File: src/rtl/hm74_pkg.sv
// Shared types and parity tap masks for the HM74 Hamming(7,4) transmit scheduler.
package hm74_pkg;

    typedef logic [6:0] hm74_cw_t;

    typedef enum logic [1:0] {StIdle, StLo, StHi, StGap} hm74_state_e;

    // Each mask selects the nibble bits {d3,d2,d1,d0} folded into one parity bit.
    localparam logic [3:0] Hm74P0Taps = 4'b1101;
    localparam logic [3:0] Hm74P1Taps = 4'b1011;
    localparam logic [3:0] Hm74P2Taps = 4'b0111;

endpackage

File: src/rtl/hm74_encode.sv
// Combinational Hamming(7,4) encoder: codeword = {p0,p1,d3,p2,d2,d1,d0}.
module hm74_encode
    import hm74_pkg::*;
(
    input  logic [3:0] data_i,
    output hm74_cw_t   cw_o
);

    logic p0, p1, p2;

    always_comb begin
        p0   = ^(data_i & Hm74P0Taps);
        p1   = ^(data_i & Hm74P1Taps);
        p2   = ^(data_i & Hm74P2Taps);
        cw_o = {p0, p1, data_i[3], p2, data_i[2:0]};
    end

endmodule

File: src/rtl/hm74_tx_sched.sv
// Two-requester round-robin byte scheduler emitting each byte as two Hamming(7,4) codewords.
// Optional LO-codeword error injection is built when HM74_ERR_INJECT_EN is defined.
module hm74_tx_sched
    import hm74_pkg::*;
#(
    parameter int unsigned IDLE_GAP = 0
) (
    input  logic       clk,
    input  logic       rst,
    input  logic       req0_valid,
    input  logic [7:0] req0_data,
    output logic       req0_ready,
    input  logic       req1_valid,
    input  logic [7:0] req1_data,
    output logic       req1_ready,
    output logic       cw_valid,
    output logic [6:0] cw_data,
    output logic       cw_src,
    output logic       cw_last,
    input  logic       cw_ready,
`ifdef HM74_ERR_INJECT_EN
    input  logic       inj_en,
    input  logic [2:0] inj_pos,
`endif
    output logic       busy
);

    localparam logic [3:0] GapLoad = (IDLE_GAP > 0) ? 4'(IDLE_GAP - 1) : 4'd0;

    hm74_state_e state_q;
    logic        last_grant_q;
    logic        src_q;
    logic [7:0]  byte_q;
    logic [3:0]  gap_cnt_q;

    logic        idle;
    logic        grant;
    logic        accept;
    logic [3:0]  nibble;
    hm74_cw_t    enc_cw;
    hm74_cw_t    cw_mask;

    always_comb begin
        idle       = (state_q == StIdle) && !rst;
        // On a tie the requester not served last wins; otherwise the lone valid one.
        grant      = (req0_valid && req1_valid) ? ~last_grant_q : req1_valid;
        req0_ready = idle && req0_valid && !grant;
        req1_ready = idle && req1_valid && grant;
        accept     = req0_ready || req1_ready;
    end

    always_ff @(posedge clk) begin
        if (rst) begin
            state_q      <= StIdle;
            last_grant_q <= 1'b1;
            src_q        <= 1'b0;
            byte_q       <= '0;
            gap_cnt_q    <= '0;
        end else begin
            case (state_q)
                StIdle: begin
                    if (accept) begin
                        src_q        <= grant;
                        byte_q       <= grant ? req1_data : req0_data;
                        last_grant_q <= grant;
                        state_q      <= StLo;
                    end
                end
                StLo: begin
                    if (cw_ready) state_q <= StHi;
                end
                StHi: begin
                    if (cw_ready) begin
                        if (IDLE_GAP > 0) begin
                            state_q   <= StGap;
                            gap_cnt_q <= GapLoad;
                        end else begin
                            state_q <= StIdle;
                        end
                    end
                end
                StGap: begin
                    if (gap_cnt_q == 4'd0) state_q <= StIdle;
                    else gap_cnt_q <= gap_cnt_q - 4'd1;
                end
                default: state_q <= StIdle;
            endcase
        end
    end

`ifdef HM74_ERR_INJECT_EN
    logic       inj_en_q;
    logic [2:0] inj_pos_q;

    always_ff @(posedge clk) begin
        if (rst) begin
            inj_en_q  <= 1'b0;
            inj_pos_q <= '0;
        end else if (accept) begin
            inj_en_q  <= inj_en;
            inj_pos_q <= inj_pos;
        end
    end

    // Position 7 lies outside the codeword, so it leaves the LO codeword clean.
    assign cw_mask = (inj_en_q && (inj_pos_q != 3'd7) && (state_q == StLo)) ?
                     hm74_cw_t'(7'd1 << inj_pos_q) : '0;
`else
    assign cw_mask = '0;
`endif

    assign nibble = (state_q == StHi) ? byte_q[7:4] : byte_q[3:0];

    hm74_encode u_encode (
        .data_i (nibble),
        .cw_o   (enc_cw)
    );

    always_comb begin
        cw_valid = !rst && ((state_q == StLo) || (state_q == StHi));
        cw_data  = cw_valid ? (enc_cw ^ cw_mask) : '0;
        cw_src   = cw_valid && src_q;
        cw_last  = cw_valid && (state_q == StHi);
        busy     = !rst && (state_q != StIdle);
    end

endmodule

File: config.mk
export PLATFORM = sky130hd
export DESIGN_NAME = hm74_tx_sched
export DESIGN_NICKNAME = d
export VERILOG_FILES = /design/src/rtl/hm74_pkg.sv /design/src/rtl/hm74_encode.sv /design/src/rtl/hm74_tx_sched.sv
export SDC_FILE = /design/constraint.sdc
export NUM_CORES = 1
export LEC_CHECK = 0
export ABC_AREA = 0
export CAP_MARGIN = 20
export CORE_ASPECT_RATIO = 0.6
export CORE_UTILIZATION = 46
export CTS_CLUSTER_DIAMETER = 40
export DETAILED_ROUTE_END_ITERATION = 10
export GPL_TIMING_DRIVEN = 0
export PLACE_DENSITY = 0.75
export SLEW_MARGIN = 20
export SYNTH_ARGS = -nofsm -noshare
export SYNTH_HDL_FRONTEND = slang
export SYNTH_HIERARCHICAL = 1
export SYNTH_SLANG_ARGS = --single-unit
File: constraint.sdc
create_clock -name clk -period 2.5 [get_ports clk]
set_clock_uncertainty 0.15 [all_clocks]
set_input_delay 0.375 -clock clk [delete_from_list [all_inputs] [get_ports clk]]
set_output_delay 0.375 -clock clk [all_outputs]
set_load 0.1 [all_outputs]
==> flow_metrics.env <==
export IMPL_status="complete, but fails checks"
export IMPL_violations="negative setup slack"
export IMPL_ant_nets=0
export IMPL_setup_slack_ns=-0.0361
export IMPL_worstHoldStart="src_q"
export IMPL_via_per_inst=5.45
export IMPL_cp_slowest_stage_delay_ns=0.38
export IMPL_diodes=0
export IMPL_ctsHtreeMaxLevel=1
export IMPL_fin_area_um2=1670
export IMPL_yosysWarnings=6
export IMPL_die_x_um=64.6
export IMPL_cts_tree="yes"
export IMPL_grt_pass1_wl_um=4700
export IMPL_hp_class="flop to flop"
export IMPL_num_fill_cells=156
export IMPL_clk_pin_slew_worst_paths_ns=0.06
export IMPL_internal_power_uw=646
export IMPL_swShare_pct=36.9
export IMPL_drtIter0Drc=68
export IMPL_io_pin_count=34
export IMPL_r2r_slack_ns=0.70
export IMPL_drtPass1Iterations=4
export IMPL_synth_top_area_share_pct=29.6
export IMPL_drive_gt1_share_pct=37.2
export IMPL_vias=1057
export IMPL_required_ns=1.98
export IMPL_reg2reg_from="state_q[0]"
export IMPL_grt_max_degree=11
export IMPL_hold_viol=0
export IMPL_cpMaxStageDelayCell="xor3_1"
export IMPL_antenna_found_initial=0
export IMPL_reg2reg_depth=5
export IMPL_wl_per_cell_um=15.8
export IMPL_synth_cells=118
export IMPL_drv_slew=0
export IMPL_max_freq_mhz=394
export IMPL_relSlewSlack_pct=63.9
export IMPL_min_to="src_q"
export IMPL_layout_min_cycle_time_ns=2.54
export IMPL_gp_congestion=0.734
export IMPL_synth_common_cells="dfxtp_1, a21oi_1, and2_1, mux2i_1"
export IMPL_arrival_ns=2.01
export IMPL_irDropWorstVdd_uv=434
export IMPL_clkLatencyLatePin_ns=0.25
export IMPL_synth_cell_types=34
export IMPL_start_kind="flop"
export IMPL_leakage_uw=0.000720
export IMPL_setup_viol_count_final=2
export IMPL_pre_cts_ws_ns=-0.928
export IMPL_coreArea_um2=2200
export IMPL_fin_tns_setup_ns=-0.0581
export IMPL_tightest_slew_ns=0.544
export IMPL_grt_usage_pct=25.9
export IMPL_clkPwrFrac_pct=22.8
export IMPL_cts_made_buffers=3
export IMPL_fin_crit_sh_pct=101
export IMPL_start_util_pct=49.3
export IMPL_placed_area_um2=1470
export IMPL_power_switching_uw=378
export IMPL_r2r_end="gap_cnt_q[3]"
export IMPL_cts_hold_buffers=0
export IMPL_dp_hpwl_um=2100
export IMPL_path_cells="inv_4 -> ha_4 -> buf_4 -> mux2_4 -> xor3_1 -> and2_4 -> buf_12"
export IMPL_grt_overflow=0
export IMPL_p_per_area_nw_per_um2=612
export IMPL_power_frac_comb_pct=47.9
export IMPL_synth_most_common_cell="dfxtp_1"
export IMPL_pwr_share_seq_pct=29.3
export IMPL_synth_area_um2=1080
export IMPL_synth_seq_cells=16
export IMPL_syn_to_final_growth_pct=54.5
export IMPL_synth_main_ff_cell="dfxtp_1"
export IMPL_drcViolationCount=0
export IMPL_hold_depth=2
export IMPL_cap_viol_max_count=0
export IMPL_async_flop_share_pct=0
export IMPL_die_h_um=39.6
export IMPL_ys_seq_area_share_pct=29.6
export IMPL_port_buffers=33
export IMPL_crit_fanout=5
export IMPL_grt_setup_unrepaired="yes"
export IMPL_critPathKind="flop to output port"
export IMPL_syn_num_nets=145
export IMPL_cts_root_buf="clkbuf_8"
export IMPL_wirelength_um=3070
export IMPL_clockBufferDepth=2
export IMPL_synthTopCellsByArea="dfxtp_1, mux2i_1, ha_1"
export IMPL_nNetsFinal=192
export IMPL_fp_dieArea_um2=2560
export IMPL_yosys_area_top_type="dfxtp_1"
export IMPL_rows=13
export IMPL_syn_area_per_cell_um2=9.17
export IMPL_worstSetupEndpointType="output port"
export IMPL_cts_sinks=16
export IMPL_synth_edf_count=0
export IMPL_grt_pass1_vias=998
==> cells by family after synthesis <==
family,after synthesis,share of synthesized area (%)
compound gates,32,19.8
xor+xnor,4,7.40
simple gates,27,14.0
flops,16,29.6
mux,13,12.5
fa+ha+maj,6,6.94
buf+inv,20,9.83
==> stage by stage <==
stage	power, µW	hold slack, ns	instances	util (%)
4_1_cts	1010	0.320	190	73.3
3_5_place_dp	738	0.311	181	67.1
5_1_grt	1070	0.348	194	76.1
3_3_place_gp	723	0.291	181	67.1
2_1_floorplan	632	0.282	118	-
6_report	1020	0.315	194	76.1
==> cell usage in the layout (no fill, tap or decap), drive strengths merged, types with 2 or more instances in the layout <==
cell,n
nand2b,2
clkbuf,8
buf,31
a211oi,8
a21oi,12
xor3,3
a21boi,2
inv,6
nor2,4
and2,10
clkdlybuf4s50,20
mux2,4
ha,6
dfxtp,16
mux2i,9
nand2,4
o21ai,2
==> area by class of cell <==
cell class | count | area (µm²) | area share (%)
well taps | 30 | 37.5 | 2.25
inverters | 6 | 25.0 | 1.50
plain buffers | 11 | 66.3 | 3.97
multi-input cells | 82 | 708 | 42.4
flip-flops and latches | 16 | 325 | 19.5
clock buffers | 4 | 55.1 | 3.29
repair buffers | 45 | 454 | 27.2
==> sequential cells by signal, indices dropped and copies added (netlist names) <==
register	count
src_q	1
state_q	2
byte_q	8
gap_cnt_q	4
last_grant_q	1
==> metal layers <==
layer	global-route usage, %	vias up	part of all wire [%]
li1	-	505	-
met1	31.9	500	43
met2	47.9	52	48
met3	7.27	0	8.2
met4	1.67	0	0
met5	0	-	0
==> critical path, delay by kind of cell (launching register included) <==
| kind | cells | cell delay, ns |
|---|---|---|
| XOR/XNOR | 1 | 0.38 |
| flip-flops | 1 | 0.37 |
| buffers and inverters | 3 | 0.34 |
| multiplexers | 1 | 0.33 |
| adder cells (fa/ha/maj) | 1 | 0.17 |
| AND/OR/NAND/NOR | 1 | 0.17 |
==> power groups by stage <==
stage                     Combinational (µW)  Sequential, µW  Clock [µW]
after floorplan                          334             298           0
after global placement                   423             300           0
after detailed placement                 436             302           0
after CTS                                477             299         238
after global routing                     518             302         251
final                                    490             300         234
==> how the worst max path moves through the flow <==
stage | start | to | cells past startpoint
floorplan | state_q[0] | cw_data[3] | 6
global placement | state_q[0] | cw_data[3] | 7
detailed placement | state_q[0] | cw_data[3] | 7
CTS | state_q[0] | cw_data[3] | 9
global route | state_q[0] | cw_data[6] | 7
finish | state_q[0] | cw_data[6] | 7
==> timing repair <==
| item | in CTS | in global routing |
|---|---|---|
| setup endpoints to repair | 13 | 11 |
| hold endpoints to repair | 0 | 0 |
| pin swaps | 2 | 2 |
| gates cloned | 0 | 0 |
| resized for setup | 92 | 22 |
| setup buffers | 6 | 6 |
Power figures use the tool's default switching activity.
